==> src/rtl/req_init_pkg.sv <==
// Shared types and constants for the req/gnt request initiator.
// Holds the FSM state encoding, counter width and a saturating increment helper.
package req_init_pkg;

    localparam int REQ_CNT_W = 8;

    typedef enum logic [1:0] {
        IDLE = 2'd0,
        REQ  = 2'd1,
        GAP  = 2'd2
    } req_state_e;

    function automatic logic [REQ_CNT_W-1:0] sat_inc(input logic [REQ_CNT_W-1:0] v);
        return (v == {REQ_CNT_W{1'b1}}) ? v : v + 1'b1;
    endfunction

endpackage

==> src/rtl/req_initiator_if.sv <==
// Bundle of the start/status and req/gnt signals between the initiator and its peer.
// req is raised by the initiator and held high until gnt is sampled high on a posedge;
// a single gnt cycle completes one request, and gnt outside a request is spurious.
interface req_initiator_if #(
    parameter int LEN_W = 8
);
    logic             start;
    logic [LEN_W-1:0] len;
    logic             gnt;
    logic             req;
    logic             busy;
    logic             done;
    logic             timeout;
    logic             spurious;
    logic [7:0]       last_lat;
    logic [LEN_W-1:0] grant_cnt;

    modport master (
        input  start, len, gnt,
        output req, busy, done, timeout, spurious, last_lat, grant_cnt
    );

    modport slave (
        output start, len, gnt,
        input  req, busy, done, timeout, spurious, last_lat, grant_cnt
    );
endinterface

==> src/rtl/req_initiator_wait_timer.sv <==
// Loadable 8-bit up-counter with clear and terminal-count compare.
// Clear wins over load, load wins over increment.
module req_wait_timer
    import req_init_pkg::*;
(
    input  logic                 clk,
    input  logic                 rst_n,
    input  logic                 clr,
    input  logic                 load,
    input  logic [REQ_CNT_W-1:0] load_val,
    input  logic                 inc,
    input  logic [REQ_CNT_W-1:0] term,
    output logic [REQ_CNT_W-1:0] cnt,
    output logic                 tc
);

    logic [REQ_CNT_W-1:0] cnt_q;
    logic [REQ_CNT_W-1:0] cnt_d;

    always_comb begin
        cnt_d = cnt_q;
        if (clr) begin
            cnt_d = '0;
        end else if (load) begin
            cnt_d = load_val;
        end else if (inc) begin
            cnt_d = cnt_q + 1'b1;
        end
    end

    always_ff @(posedge clk or negedge rst_n) begin
        if (!rst_n) begin
            cnt_q <= '0;
        end else begin
            cnt_q <= cnt_d;
        end
    end

    assign cnt = cnt_q;
    assign tc  = (cnt_q == term);

endmodule

==> src/rtl/req_initiator.sv <==
// Request-side initiator: issues a burst of req/gnt handshakes on start,
// measures grant latency, enforces a grant timeout and reports burst status.
module req_initiator
    import req_init_pkg::req_state_e;
    import req_init_pkg::IDLE;
    import req_init_pkg::REQ;
    import req_init_pkg::REQ_CNT_W;
    import req_init_pkg::sat_inc;
#(
    parameter int MAX_WAIT = 4,
    parameter int GAP      = 1,
    parameter int LEN_W    = 8
) (
    input  logic             clk,
    input  logic             rst_n,
    req_initiator_if.master  bus,
    output req_state_e       dbg_state
);

    // Timers fire when count equals term, i.e. on the N-th cycle of the phase.
    localparam logic [REQ_CNT_W-1:0] WAIT_TERM = REQ_CNT_W'(MAX_WAIT - 1);
    localparam logic [REQ_CNT_W-1:0] GAP_TERM  = (GAP > 0) ? REQ_CNT_W'(GAP - 1) : '0;

    req_state_e           state_q, state_d;
    logic                 req_q, req_d;
    logic                 busy_q, busy_d;
    logic                 done_q, done_d;
    logic                 timeout_q, timeout_d;
    logic                 spurious_q, spurious_d;
    logic [7:0]           last_lat_q, last_lat_d;
    logic [LEN_W-1:0]     grant_cnt_q, grant_cnt_d;
    logic [LEN_W-1:0]     remaining_q, remaining_d;

    logic                 wait_clr, wait_inc, wait_tc;
    logic                 gap_clr, gap_inc, gap_tc;
    logic [REQ_CNT_W-1:0] wait_cnt;
    logic [REQ_CNT_W-1:0] gap_cnt;

    req_wait_timer u_wait_timer (
        .clk      (clk),
        .rst_n    (rst_n),
        .clr      (wait_clr),
        .load     (1'b0),
        .load_val ('0),
        .inc      (wait_inc),
        .term     (WAIT_TERM),
        .cnt      (wait_cnt),
        .tc       (wait_tc)
    );

    req_wait_timer u_gap_timer (
        .clk      (clk),
        .rst_n    (rst_n),
        .clr      (gap_clr),
        .load     (1'b0),
        .load_val ('0),
        .inc      (gap_inc),
        .term     (GAP_TERM),
        .cnt      (gap_cnt),
        .tc       (gap_tc)
    );

    always_comb begin
        state_d     = state_q;
        done_d      = 1'b0;
        timeout_d   = timeout_q;
        spurious_d  = spurious_q;
        last_lat_d  = last_lat_q;
        grant_cnt_d = grant_cnt_q;
        remaining_d = remaining_q;
        wait_clr    = 1'b1;
        wait_inc    = 1'b0;
        gap_clr     = 1'b1;
        gap_inc     = 1'b0;

        case (state_q)
            IDLE: begin
                if (bus.start) begin
                    timeout_d   = 1'b0;
                    spurious_d  = 1'b0;
                    grant_cnt_d = '0;
                    if (bus.len != '0) begin
                        remaining_d = bus.len;
                        state_d     = REQ;
                    end else begin
                        done_d = 1'b1;
                    end
                end
            end
            REQ: begin
                // A grant on the last allowed cycle beats the timeout.
                if (bus.gnt) begin
                    last_lat_d  = sat_inc(wait_cnt);
                    grant_cnt_d = grant_cnt_q + 1'b1;
                    remaining_d = remaining_q - 1'b1;
                    if (remaining_q == LEN_W'(1)) begin
                        state_d = IDLE;
                        done_d  = 1'b1;
                    end else if (GAP > 0) begin
                        state_d = req_init_pkg::GAP;
                    end
                end else if (wait_tc) begin
                    timeout_d = 1'b1;
                    done_d    = 1'b1;
                    state_d   = IDLE;
                end else begin
                    wait_clr = 1'b0;
                    wait_inc = 1'b1;
                end
            end
            req_init_pkg::GAP: begin
                if (gap_tc) begin
                    state_d = REQ;
                end else begin
                    gap_clr = 1'b0;
                    gap_inc = 1'b1;
                end
            end
            default: begin
                state_d = IDLE;
            end
        endcase

        if (bus.gnt && (state_q != REQ)) begin
            spurious_d = 1'b1;
        end

        req_d  = (state_d == REQ);
        busy_d = (state_d != IDLE);
    end

    always_ff @(posedge clk or negedge rst_n) begin
        if (!rst_n) begin
            state_q     <= IDLE;
            req_q       <= 1'b0;
            busy_q      <= 1'b0;
            done_q      <= 1'b0;
            timeout_q   <= 1'b0;
            spurious_q  <= 1'b0;
            last_lat_q  <= '0;
            grant_cnt_q <= '0;
            remaining_q <= '0;
        end else begin
            state_q     <= state_d;
            req_q       <= req_d;
            busy_q      <= busy_d;
            done_q      <= done_d;
            timeout_q   <= timeout_d;
            spurious_q  <= spurious_d;
            last_lat_q  <= last_lat_d;
            grant_cnt_q <= grant_cnt_d;
            remaining_q <= remaining_d;
        end
    end

    assign bus.req       = req_q;
    assign bus.busy      = busy_q;
    assign bus.done      = done_q;
    assign bus.timeout   = timeout_q;
    assign bus.spurious  = spurious_q;
    assign bus.last_lat  = last_lat_q;
    assign bus.grant_cnt = grant_cnt_q;
    assign dbg_state     = state_q;

endmodule

==> src/flat_wrapper.sv <==
// flat-port wrapper written by rule: the top's interface ports become plain ports
module req_initiator_flat import req_init_pkg::req_state_e; import req_init_pkg::IDLE; import req_init_pkg::REQ; import req_init_pkg::REQ_CNT_W; import req_init_pkg::sat_inc;
#(
    parameter int MAX_WAIT = 4,
    parameter int GAP      = 1,
    parameter int LEN_W    = 8
)
  (clk, rst_n, dbg_state, bus_start, bus_len, bus_gnt, bus_req, bus_busy, bus_done, bus_timeout, bus_spurious, bus_last_lat, bus_grant_cnt);
  req_initiator_if #(.LEN_W(LEN_W)) bus_i ();
  input  logic clk;
  input  logic rst_n;
  output req_state_e dbg_state;
  input wire logic [$bits(bus_i.start)-1:0] bus_start;
  input wire logic [$bits(bus_i.len)-1:0] bus_len;
  input wire logic [$bits(bus_i.gnt)-1:0] bus_gnt;
  output wire logic [$bits(bus_i.req)-1:0] bus_req;
  output wire logic [$bits(bus_i.busy)-1:0] bus_busy;
  output wire logic [$bits(bus_i.done)-1:0] bus_done;
  output wire logic [$bits(bus_i.timeout)-1:0] bus_timeout;
  output wire logic [$bits(bus_i.spurious)-1:0] bus_spurious;
  output wire logic [$bits(bus_i.last_lat)-1:0] bus_last_lat;
  output wire logic [$bits(bus_i.grant_cnt)-1:0] bus_grant_cnt;
  assign bus_i.start = bus_start;
  assign bus_i.len = bus_len;
  assign bus_i.gnt = bus_gnt;
  assign bus_req = bus_i.req;
  assign bus_busy = bus_i.busy;
  assign bus_done = bus_i.done;
  assign bus_timeout = bus_i.timeout;
  assign bus_spurious = bus_i.spurious;
  assign bus_last_lat = bus_i.last_lat;
  assign bus_grant_cnt = bus_i.grant_cnt;
  req_initiator #(.MAX_WAIT(MAX_WAIT), .GAP(GAP), .LEN_W(LEN_W)) u_core (.clk(clk), .rst_n(rst_n), .bus(bus_i), .dbg_state(dbg_state));
endmodule
==> config.mk <==
export PLATFORM = sky130hd
export DESIGN_NAME = req_initiator_flat
export DESIGN_NICKNAME = d
export VERILOG_FILES = /design/src/rtl/req_init_pkg.sv /design/src/rtl/req_initiator_if.sv /design/src/rtl/req_initiator_wait_timer.sv /design/src/rtl/req_initiator.sv /design/src/flat_wrapper.sv
export SDC_FILE = /design/constraint.sdc
export NUM_CORES = 1
export LEC_CHECK = 0
export CAP_MARGIN = 15
export CORE_MARGIN = 2
export CORE_UTILIZATION = 30
export DETAILED_ROUTE_END_ITERATION = 6
export GPL_TIMING_DRIVEN = 1
export PLACE_DENSITY = 0.47
export SLEW_MARGIN = 20
export SYNTH_ARGS = -nofsm -noshare
export SYNTH_HDL_FRONTEND = slang
export SYNTH_HIERARCHICAL = 1
export SYNTH_SLANG_ARGS = --single-unit
export TNS_END_PERCENT = 20
==> constraint.sdc <==
create_clock -name clk -period 4.65 [get_ports clk]
set_input_delay 1.395 -clock clk [delete_from_list [all_inputs] [get_ports clk]]
set_output_delay 1.395 -clock clk [all_outputs]
set_load 0.01 [all_outputs]
Word level (Yosys, flattened, before mapping):

Index checks and enable logic that the tools add are counted.

* flip-flop bits (word level): 47
* bits of input ports: 12
* logic and storage cells: 82

* add/sub/neg operators: 4
* eq/ne operators: 12
* multiplexer cells: 40
* reductions and logical operators: 15

Operators by type and width (count)
* 8-bit 2-to-1 mux: 10
* 8-bit one-hot mux with 2 select lines: 2
* 8-bit by 1-bit adder with 8-bit output (second input constant): 3
* 1-bit 2-to-1 mux: 19
* 2-bit 2-to-1 mux: 6
* 2-bit nonzero test: 6
* 8-bit by 1-bit == test with 1-bit output (second input constant): 1
* 8-bit by 2-bit == test with 1-bit output (second input constant): 1
* 8-bit == test (second input constant): 1
* 8-bit zero test: 1
* 2-bit inequality test (second input constant): 4
* 4-bit AND reduction: 2
* 8-bit nonzero test: 1
* 8-bit by 1-bit subtractor with 8-bit output (second input constant): 1
* 2-bit one-hot mux with 3 select lines: 1
* 2-bit by 1-bit == test with 1-bit output (second input constant): 2
* 2-bit by 1-bit inequality test with 1-bit output (second input constant): 2
* 1-bit one-hot mux with 2 select lines: 2
* 2-bit AND reduction: 2
* 3-bit AND reduction: 1
* 2-bit == test (second input constant): 1
* 2-bit zero test: 1
* 1-bit logical AND: 1

Depth between registers and ports, before layout:

Gate-level depths: netlist of run 1.

* depth in word-level cells: 6
* depth in mapped cells: 11
* mapped depth without buffers: 9

Modules after synthesis:

The synthesis of run 1 kept the hierarchy.

Modules (own cells, without submodules)
* req_initiator: instances 1, cells each 189, area each 1695.4 sq um
* req_wait_timer: instances 2, cells each 62, area each 553.0 sq um

Least setup slack after synthesis of run 1:

Ideal clock, no wire load.

* path kind: input port to flip-flop
* start: input port bus_gnt
* end: register u_core.u_wait_timer.cnt_q[6], in the netlist u_core/u_wait_timer/cnt[6]
* arrival time: 2.733 ns
* path slack: 1.821 ns
* stages on the path: 6
* cell sequence: buf_2 nor3_1 buf_2 nand4_2 or3_1 a311oi_2

* word-level cells in the longest chain between the ends: 3
* elaborated cells between the ends (all ways): 6

Ends and longest elaborated chain
* start: declaration: RTL line flat_wrapper.sv:15 `input wire logic [$bits(bus_i.gnt)-1:0] bus_gnt;`
* 1-bit 2-to-1 mux: RTL line req_initiator.sv:92 `if (bus.gnt) begin`
* 1-bit 2-to-1 mux: RTL line req_initiator.sv:76 `case (state_q)`
* named net u_core.wait_inc: RTL line req_initiator.sv:34 `logic wait_clr, wait_inc, wait_tc;`
* 2-bit nonzero test (no source line)
* end signal: assignment: RTL line req_initiator_wait_timer.sv:35 `cnt_q <= cnt_d;`
* end: declaration: RTL line req_initiator_wait_timer.sv:17 `logic [REQ_CNT_W-1:0] cnt_q;`

The timed path passes the listed nets, and every way through them passes these cells.
A chain may end at the register's enable or synchronous reset.

Worst setup path in the final report of run 1:

* start: register u_core.state_q[1], in the netlist u_core/dbg_state[1]
* end: output port dbg_state[1]

RTL lines
* start: declaration: RTL line req_initiator.sv:24 `req_state_e state_q, state_d;`
* start signal: assignment: RTL line req_initiator.sv:144 `state_q <= state_d;`
* end: declaration: RTL line flat_wrapper.sv:12 `output req_state_e dbg_state;`

No word-level cell between the ends.

==> reports/metrics.yaml, run 1 <==
power_and_ir_drop:
  ir_drop_v: 0.000123
  p_leak_nw: 1.42
  pwr_density_cell_nw_per_um2: 451
detailed_routing:
  dr_total_vias: 2326
  ant_nets: 0
  dr.pass1.iters: 4
  wirelength_um: 6310
  avgViaCountPerCell: 4.77
  drt-wirelength-per-cell_um: 12.9
  post-route-drc-count: 0
  drt-initial-drc-count: 75
layout:
  area_delta_synth_final_pct: 23.9
  layout_commonest_cell: "dfrtp_1"
  final_cell_mix: "47 x dfrtp_1, 38 x conb_1, 36 x nand2_1, 36 x nor2_1, 33 x clkdlybuf4s50_1"
  final_cells: 488
  n_antenna_cell: 0
  nNetsFinal: 394
  num-fill-cells: 932
  drive_gt1_share_pct: 5.84
die:
  fp.dieArea_um2: 10100
  ios: 35
  core_area_um2: 9150
  start_util_pct: 30.6
  chipWidth_um: 101
  num_rows: 35
  die_h_um: 101
placement:
  hpwl_um: 4440
  place_congestion: 0.746
  dp.cells: 480
  port_buffers: 34
timing:
  slew_headroom_pct: 51.3
  finalSetupViolations: 0
  slew_violations: 0
  tightest_slew_ns: 0.724
  fin_skew_ns: 0.00584
  max_freq_ghz: 0.337
  hold_viol_final: 0
  rsz0062_at_grt: "false"
  tns_ns: 0
  fin_crit_ns: 2.97
  fin_crit_sh_pct: 63.8
setup_path:
  slowest_stage: "dfrtp_1"
  critPathBufInv: 1
  crit_path_end_kind: "primary output"
  critPathMaxFanout: 14
  cpPeakStageDelay_ns: 0.64
  rr_worst_depth: 9
  crit_arrival_ns: 1.57
  r2r_start: "u_core/u_gap_timer/cnt[0]"
  required_ns: 3.25
  rrSetupSlack_ns: 2.23
  endpoint: "dbg_state[1]"
  r2r_end: "u_core/u_gap_timer/cnt[6]"
  crit_start: "u_core/dbg_state[1]"
  cp.depth: 1
  cp-start-kind: "flip-flop"
  critPathKind: "reg -> out"
  cpLargestDelayFamily: "flip-flops"
  crit_path_cell_trace: "clkdlybuf4s50_1"
clock_network:
  cts.sinks: 47
  htreeDepth: 2
  cts_resized: 0
  cts_buffers: 5
  cts_setup_buffers: 0
  cts_tree: "built"
  cts_buffer_depth: 2
  root_buffer: "clkbuf_8"
  clk_pin_slew_worst_paths_ns: 0.09
  cts_hold_buf: 0
  insertion_delay_ns: 0.30
synthesis:
  yosysTopAreaCell: "dfrtp_1"
  synth_seq_area_share_pct: 42.0
  synth-main-ff-cell: "dfrtp_1"
  synth_edf_count: 0
  synth_top_area_share_pct: 42.0
  postSynthAreaPerCell_um2: 8.95
  synthArstFlopShare_pct: 100
  yosysWarningCount: 6
  yosys_register_bits: 47
  synth_cell_types: 46
  syn_area_um2: 2800
  post_synth_inst_count: 313
  synthTopCellsByArea: "dfrtp_1 42%, xnor2_1 6.3%, nand2_1 4.8%"
grt:
  grt_start_max_net_pins: 48
  grt_usage_pct: 13.2
  grt_pass1_vias: 2237
  overflow: 0
  grt_antenna_before_repair: 0
  grt_pass1_wl_um: 10700
hold_path:
  hp-class: "reg -> reg"
run:
  cap_viol_max_count: 0
outcome:
  outcome: "complete, no violations"
## metal layers
layer / vias to the layer above / share of wire, % / GRT usage (%) / wire, µm
li1: 1196 / - / - / -
met1: 1092 / 47 / 17.3 / 2970
met2: 34 / 49 / 22.2 / 3070
met3: 4 / 3.5 / 2.70 / 220
met4: 0 / 0.86 / 3.48 / 54
met5: - / 0 / 0 / 0
## worst min-delay path by stage
stage                                        end  slack, ns  cells after the start              startpoint
after global routing      u_core/bus.last_lat[0]       0.53                      2  u_core/bus.last_lat[0]
final                     u_core/bus.last_lat[0]       0.49                      2  u_core/bus.last_lat[0]
after floorplan            u_core/remaining_q[6]       0.46                      1   u_core/remaining_q[6]
after detailed placement  u_core/bus.last_lat[0]       0.47                      2  u_core/bus.last_lat[0]
after CTS                 u_core/bus.last_lat[0]       0.50                      2  u_core/bus.last_lat[0]
after global placement    u_core/bus.last_lat[3]       0.47                      2  u_core/bus.last_lat[3]
## sequential cells by signal, indices dropped and copies added, names as in the netlist
signal	cells
u_core/bus.spurious	1
u_core/bus.done	1
u_core/bus.busy	1
u_core/dbg_state	2
u_core/u_gap_timer/cnt	8
u_core/bus.timeout	1
u_core/bus.req	1
u_core/u_wait_timer/cnt	8
u_core/remaining_q	8
u_core/bus.grant_cnt	8
u_core/bus.last_lat	8
## where the power goes
part           switching [mW]  leakage [nW]  internal [mW]
Clock                   0.143        0.0612          0.174
Sequential              0.140         0.614          0.521
Combinational           0.314         0.744          0.271
Total                   0.598          1.42          0.966
## layout make-up
cell class	count	area, µm²	share of cell area [%]
clock buffers	6	82.6	2.38
flip-flops and latches	47	1180	33.9
multi-input cells	277	1650	47.6
well taps	111	139	4.00
repair buffers	36	350	10.1
inverters	9	33.8	0.974
clock inverters	2	35.0	1.01
## cell usage after synthesis, types with 8 or more instances
library cell	count
xnor2_1	20
a21oi_1	17
dfrtp_1	47
inv_1	9
or3_1	8
nand2_1	36
nor2_1	36
o21ai_0	20
buf_2	8
xor2_1	14
nand3_1	8
nand4_1	17
## cell families after synthesis
logic type / Yosys count / share of synthesized area (%)
AOI/OAI and AO/OA: 66 / 15.9
and+or+nand+nor: 126 / 22.0
xor gates and xnor gates: 34 / 10.6
other: 2 / 0.268
buffers and inverters: 25 / 3.84
DFF: 47 / 42.0
muxes: 7 / 2.72
adders and majority gates: 6 / 2.68
## per-stage QoR
stage / utilization (%) / setup slack (ns) / total power, mW / hold slack [ns] / instance area, µm²
finish: 37.9 / 1.68 / 1.56 / 0.490 / 3470
global route: 37.9 / 1.59 / 1.69 / 0.526 / 3470
CTS: 37.9 / 1.67 / 1.59 / 0.497 / 3470
detailed placement: 36.6 / 1.41 / 1.26 / 0.475 / 3350
global placement: 36.6 / 1.42 / 1.26 / 0.469 / 3350
floorplan: - / 1.82 / 1.04 / 0.457 / 2940
Power figures use the tool's default switching activity.
==> run 2: changes to the inputs <==
clock period = 2.9 ns   (was 4.65 ns; I/O delays follow)
==> run 2 against run 1 <==
Net effect: final cell count up 1.4%; highest routed layer unchanged; global-route usage up 0.38 points; critical endpoint unchanged; wire length up 2.2%; critical path depth unchanged; first-iteration DRC count down 33%; die area unchanged; clock power up 25%; worst hold slack worse by 0.0072 ns; worst setup slack worse by 1.2 ns; combinational power up 68%.
==> reports/metrics.yaml, run 2 (synthesis gave the netlist of run 1 again) <==
outcome:
  outcome: "complete, no violations"
clock_network:
  htreeDepth: 2  # unchanged
  cts_tree: "built"
  insertion_delay_ns: 0.30  # about the same
  cts.sinks: 47  # unchanged
  cts_hold_buf: 0  # unchanged
  cts_resized: 0  # unchanged
  cts_setup_buffers: 0  # unchanged
  clk_pin_slew_worst_paths_ns: 0.09  # about the same
  cts_buffer_depth: 2  # unchanged
  cts_buffers: 5  # unchanged
  root_buffer: "clkbuf_8"
setup_path:
  crit_path_end_kind: "primary output"
  critPathMaxFanout: 14  # unchanged
  critPathBufInv: 1  # unchanged
  cp-start-kind: "flip-flop"
  slowest_stage: "dfrtp_1"
  cp.depth: 1  # unchanged
  crit_arrival_ns: 1.59  # +0.02 ns
  rrSetupSlack_ns: 0.73  # -1.50 ns
  cpLargestDelayFamily: "flip-flops"
  rr_worst_depth: 7  # -2
  crit_path_cell_trace: "clkdlybuf4s50_1"
  cpPeakStageDelay_ns: 0.65  # about the same
  r2r_start: "u_core/dbg_state[1]"
  r2r_end: "u_core/u_wait_timer/cnt[6]"
  critPathKind: "reg -> out"
  required_ns: 2.03  # -1.22 ns
layout:
  area_delta_synth_final_pct: 25.0
  drive_gt1_share_pct: 7.55  # +1.7 points
  final_cell_mix: "47 x dfrtp_1, 38 x conb_1, 36 x nand2_1, 36 x nor2_1, 33 x clkdlybuf4s50_1"
  final_cells: 495  # +1.4%
  nNetsFinal: 401  # +1.8%
  n_antenna_cell: 0  # unchanged
  layout_commonest_cell: "dfrtp_1"
power_and_ir_drop:
  p_comb_share_pct: 40.3  # +2.9 points
  pwr_density_cell_nw_per_um2: 696  # +55%
  p_leak_nw: 1.44  # +1.8%
  seqPwrFrac_pct: 43.4  # +1.1 points
  p_clk_share_pct: 16.3  # -4.0 points
  p_int_mw: 1.47  # +52%
  p_sw_share_pct: 39.9  # +1.6 points
  power.switching_uw: 972  # +63%
  ir_drop_v: 0.000233  # +89%
timing:
  rsz0062_at_grt: "false"
  fin_crit_ns: 2.46
  tightest_slew_ns: 0.674  # -0.0499 ns
  timing.final.ws_setup_ns: 0.441  # -1.24 ns
  slew_violations: 0  # unchanged
  tns_ns: 0  # unchanged
  finalSetupViolations: 0  # unchanged
  max_freq_ghz: 0.407
  fin_crit_sh_pct: 84.8
  slew_headroom_pct: 54.7  # +3.4 points
  fin_skew_ns: 0.00188  # -0.00396 ns
  hold_ws_ns: 0.483  # -0.00721 ns
  hold_viol_final: 0  # unchanged
die:
  ios: 35  # unchanged
  num_rows: 35  # unchanged
  chipWidth_um: 101  # unchanged
  fp.dieArea_um2: 10100  # unchanged
  core_area_um2: 9150  # unchanged
  die_h_um: 101  # unchanged
  start_util_pct: 30.6  # unchanged
hold_path:
  hold_end: "u_core/bus.last_lat[1]"
  min_from: "u_core/bus.last_lat[1]"
  hold_depth: 2  # unchanged
  hp-class: "reg -> reg"
detailed_routing:
  dr_total_vias: 2337  # +0.47%
  avgViaCountPerCell: 4.72  # -0.95%
  wirelength_um: 6450  # +2.2%
  drt-wirelength-per-cell_um: 13.0  # +0.76%
  ant_nets: 0  # unchanged
  post-route-drc-count: 0  # unchanged
  dr.pass1.iters: 4  # unchanged
  drt-initial-drc-count: 50  # -33%
grt:
  overflow: 0  # unchanged
  grt_pass1_vias: 2338  # +4.5%
  grt_pass1_wl_um: 11200  # +4.1%
  grt_start_max_net_pins: 25  # -48%
  grt_usage_pct: 13.6  # +0.38 points
  grt_antenna_before_repair: 0  # unchanged
placement:
  port_buffers: 34  # unchanged
  dp.cells: 487  # +1.5%
  hpwl_um: 4710  # +6.0%
  place_congestion: 0.772  # +3.4%
  place_ws_ns: 0.189  # -1.23 ns
run:
  cap_viol_max_count: 0  # unchanged
[run 2: power by group through the flow]
stage / combinational (mW) / clock (mW) / sequential [mW]
finish: 0.983 / 0.397 / 1.06
global placement: 0.981 / 0 / 1.07
floorplan: 0.631 / 0 / 1.03
detailed placement: 0.986 / 0 / 1.07
CTS: 0.989 / 0.418 / 1.06
global route: 1.11 / 0.443 / 1.09
[run 2: metal layers]
metal | vias to the layer above | wire length [µm] | track usage [%]
met3 | 11 | 247 | 2.91
met4 | 0 | 125 | 4.53
met5 | - | 0 | 0
li1 | 1210 | - | -
met1 | 1085 | 3140 | 18.2
met2 | 31 | 2940 | 21.7
[run 2: area by class of cell]
| type | count | area, µm² |
|---|---|---|
| flip-flops and latches | 47 | 1180 |
| clock buffers | 5 | 68.8 |
| fillers | 949 | 5650 |
| inverters | 9 | 33.8 |
| well taps | 111 | 139 |
| repair buffers | 43 | 415 |
| multi-input cells | 277 | 1650 |
| clock inverters | 3 | 15.0 |
[run 2: worst min-delay path: cells and delay by family (launching register included)]
| family | cells | cell delay (ns) |
|---|---|---|
| AND/OR/NAND/NOR | 1 | 0.05 |
| AO/OA/AOI/OAI | 1 | 0.06 |
| flip-flops | 1 | 0.35 |
[run 2: worst max path at each step]
stage                        startpoint                    endpoint  slack [ns]
global route        u_core/dbg_state[1]                dbg_state[1]        0.33
global placement                bus_gnt       u_core/remaining_q[2]        0.20
detailed placement              bus_gnt  u_core/u_wait_timer/cnt[5]        0.19
finish              u_core/dbg_state[1]                dbg_state[1]        0.44
CTS                 u_core/dbg_state[1]                dbg_state[1]        0.41
floorplan                       bus_gnt  u_core/u_wait_timer/cnt[6]        0.60
[run 2: per-stage QoR]
step	util (%)	instance area, µm²	power, mW
finish	38.3	3500	2.44
global route	38.3	3500	2.64
CTS	38.3	3500	2.47
detailed placement	37.3	3420	2.06
global placement	37.3	3420	2.06
floorplan	-	2940	1.66
==> run 3: changes to the inputs <==
clock period = 2.5 ns   (was 2.9 ns; I/O delays follow)
==> run 3 against run 2 <==
Net effect: design area is 3.5% higher; power increased by 24%; final cell count up 2.4%; clock power rose by 49%; highest routed layer unchanged.
==> reports/metrics.yaml, run 3 (synthesis gave the netlist of run 1 again) <==
outcome:
  outcome: "complete, no violations"
timing:
  max_freq_ghz: 0.427
  hold_viol_final: 0  # unchanged
  finalSetupViolations: 0  # unchanged
  fin_crit_ns: 2.34
  fin_skew_ns: 0.00894  # +0.00706 ns
  rsz0062_at_grt: "false"
  tns_ns: 0  # unchanged
  timing.final.ws_setup_ns: 0.156  # -0.285 ns
  fin_crit_sh_pct: 93.8
  slew_violations: 0  # unchanged
die:
  start_util_pct: 30.6  # unchanged
  core_area_um2: 9150  # unchanged
  die_h_um: 101  # unchanged
  fp.dieArea_um2: 10100  # unchanged
  ios: 35  # unchanged
  chipWidth_um: 101  # unchanged
  num_rows: 35  # unchanged
clock_network:
  clk_pin_slew_worst_paths_ns: 0.09  # about the same
  root_buffer: "clkbuf_8"
  htreeDepth: 2  # unchanged
  cts_buffers: 5  # unchanged
  cts_tree: "built"
  cts.sinks: 47  # unchanged
  cts_setup_buffers: 0  # unchanged
  cts_resized: 0  # unchanged
  insertion_delay_ns: 0.30  # about the same
  cts_buffer_depth: 2  # unchanged
  cts_hold_buf: 0  # unchanged
setup_path:
  slowest_stage: "dfrtp_1"
  crit_path_cell_trace: "clkdlybuf4s50_1"
  rrSetupSlack_ns: 0.50  # -0.23 ns
  critPathMaxFanout: 14  # unchanged
  crit_path_end_kind: "primary output"
  cp-start-kind: "flip-flop"
  crit_arrival_ns: 1.59  # about the same
  critPathBufInv: 1  # unchanged
  cpLargestDelayFamily: "flip-flops"
  required_ns: 1.75  # -0.28 ns
  cpPeakStageDelay_ns: 0.66  # about the same
  critPathKind: "reg -> out"
layout:
  n_antenna_cell: 0  # unchanged
  num-fill-cells: 938  # -1.2%
  finish.utilization_pct: 39.6  # +1.4 points
  layout_commonest_cell: "dfrtp_1"
  nNetsFinal: 413  # +3.0%
  area_delta_synth_final_pct: 29.4
  final_cell_mix: "47 x dfrtp_1, 38 x conb_1, 36 x nand2_1, 36 x nor2_1, 33 x clkdlybuf4s50_1"
  drive_gt1_share_pct: 10.4  # +2.8 points
grt:
  grt_antenna_before_repair: 0  # unchanged
  grt_pass1_vias: 2363  # +1.1%
  overflow: 0  # unchanged
  grt_usage_pct: 13.8  # +0.27 points
  grt_start_max_net_pins: 48  # +92%
  grt_pass1_wl_um: 11300  # +0.86%
detailed_routing:
  wirelength_um: 6660  # +3.3%
  dr_total_vias: 2430  # +4.0%
  avgViaCountPerCell: 4.79  # +1.5%
  drt-wirelength-per-cell_um: 13.1  # +0.83%
  post-route-drc-count: 0  # unchanged
  ant_nets: 0  # unchanged
  drt-initial-drc-count: 60  # +20%
  dr.pass1.iters: 4  # unchanged
power_and_ir_drop:
  ir_drop_v: 0.000270  # +16%
  p_int_mw: 1.88  # +28%
  p_clk_share_pct: 19.6  # +3.3 points
  seqPwrFrac_pct: 40.2  # -3.2 points
  p_leak_nw: 1.52  # +5.2%
  power.switching_mw: 1.14  # +18%
  pwr_density_cell_nw_per_um2: 834  # +20%
  p_sw_share_pct: 37.8  # -2.1 points
  p_comb_share_pct: 40.3  # about the same
placement:
  hpwl_um: 4770  # +1.4%
  place_ws_ns: 0.0497  # -0.139 ns
  port_buffers: 34  # unchanged
  place_congestion: 0.784  # +1.6%
hold_path:
  hp-class: "in -> async"
run:
  cap_viol_max_count: 0  # unchanged
-- run 3: changes by cell type in the layout (fill, tap and decap cells not counted) --
cell / change
buf_4: +12
clkinv_2: -2
bufinv_16: +1
clkbuf_8: +1
-- run 3: final timing paths --
path,start,end,cells after the start
setup / recovery,u_core/dbg_state[1],dbg_state[1],1
hold / removal,rst_n,u_core/bus.grant_cnt[3],2
setup reg to reg,u_core/u_gap_timer/cnt[0],u_core/u_gap_timer/cnt[6],9
hold reg to reg,u_core/bus.last_lat[2],u_core/bus.last_lat[2],2
max in group asynchronous,rst_n,u_core/remaining_q[0],2
min in group clk,u_core/bus.last_lat[2],u_core/bus.last_lat[2],2
-- run 3: metal layers --
layer	GRT usage [%]	up-vias	part of all wire [%]
li1	-	1237	-
met1	17.4	1139	46
met2	23.4	40	48
met3	2.77	14	3.7
met4	5.06	0	1.8
met5	0	-	0
-- run 3: final cells by class --
class	instances	area (µm²)	share of cell area [%]
tap	111	139	3.83
multi-input combinational	277	1650	45.6
clock inverter	2	35.0	0.967
sequential	47	1180	32.4
inverter	9	33.8	0.932
timing repair buffer	55	505	13.9
clock buffer	6	82.6	2.28
-- run 3: per-stage QoR --
| stage | hold WS, ns | instance area (µm²) | total power, mW | cells |
|---|---|---|---|---|
| 6_report | 0.414 | 3620 | 3.02 | 507 |
| 5_1_grt | 0.440 | 3620 | 3.26 | 507 |
| 4_1_cts | 0.418 | 3620 | 3.07 | 507 |
| 3_5_place_dp | 0.476 | 3510 | 2.46 | 499 |
| 3_3_place_gp | 0.467 | 3510 | 2.45 | 499 |
| 2_1_floorplan | 0.454 | 2940 | 1.93 | 349 |
-- run 3: power by group through the flow --
stage / combinational (mW) / sequential [mW] / clock, mW
2_1_floorplan: 0.731 / 1.20 / 0
3_3_place_gp: 1.22 / 1.23 / 0
3_5_place_dp: 1.22 / 1.23 / 0
4_1_cts: 1.23 / 1.22 / 0.621
5_1_grt: 1.36 / 1.25 / 0.647
6_report: 1.22 / 1.21 / 0.591
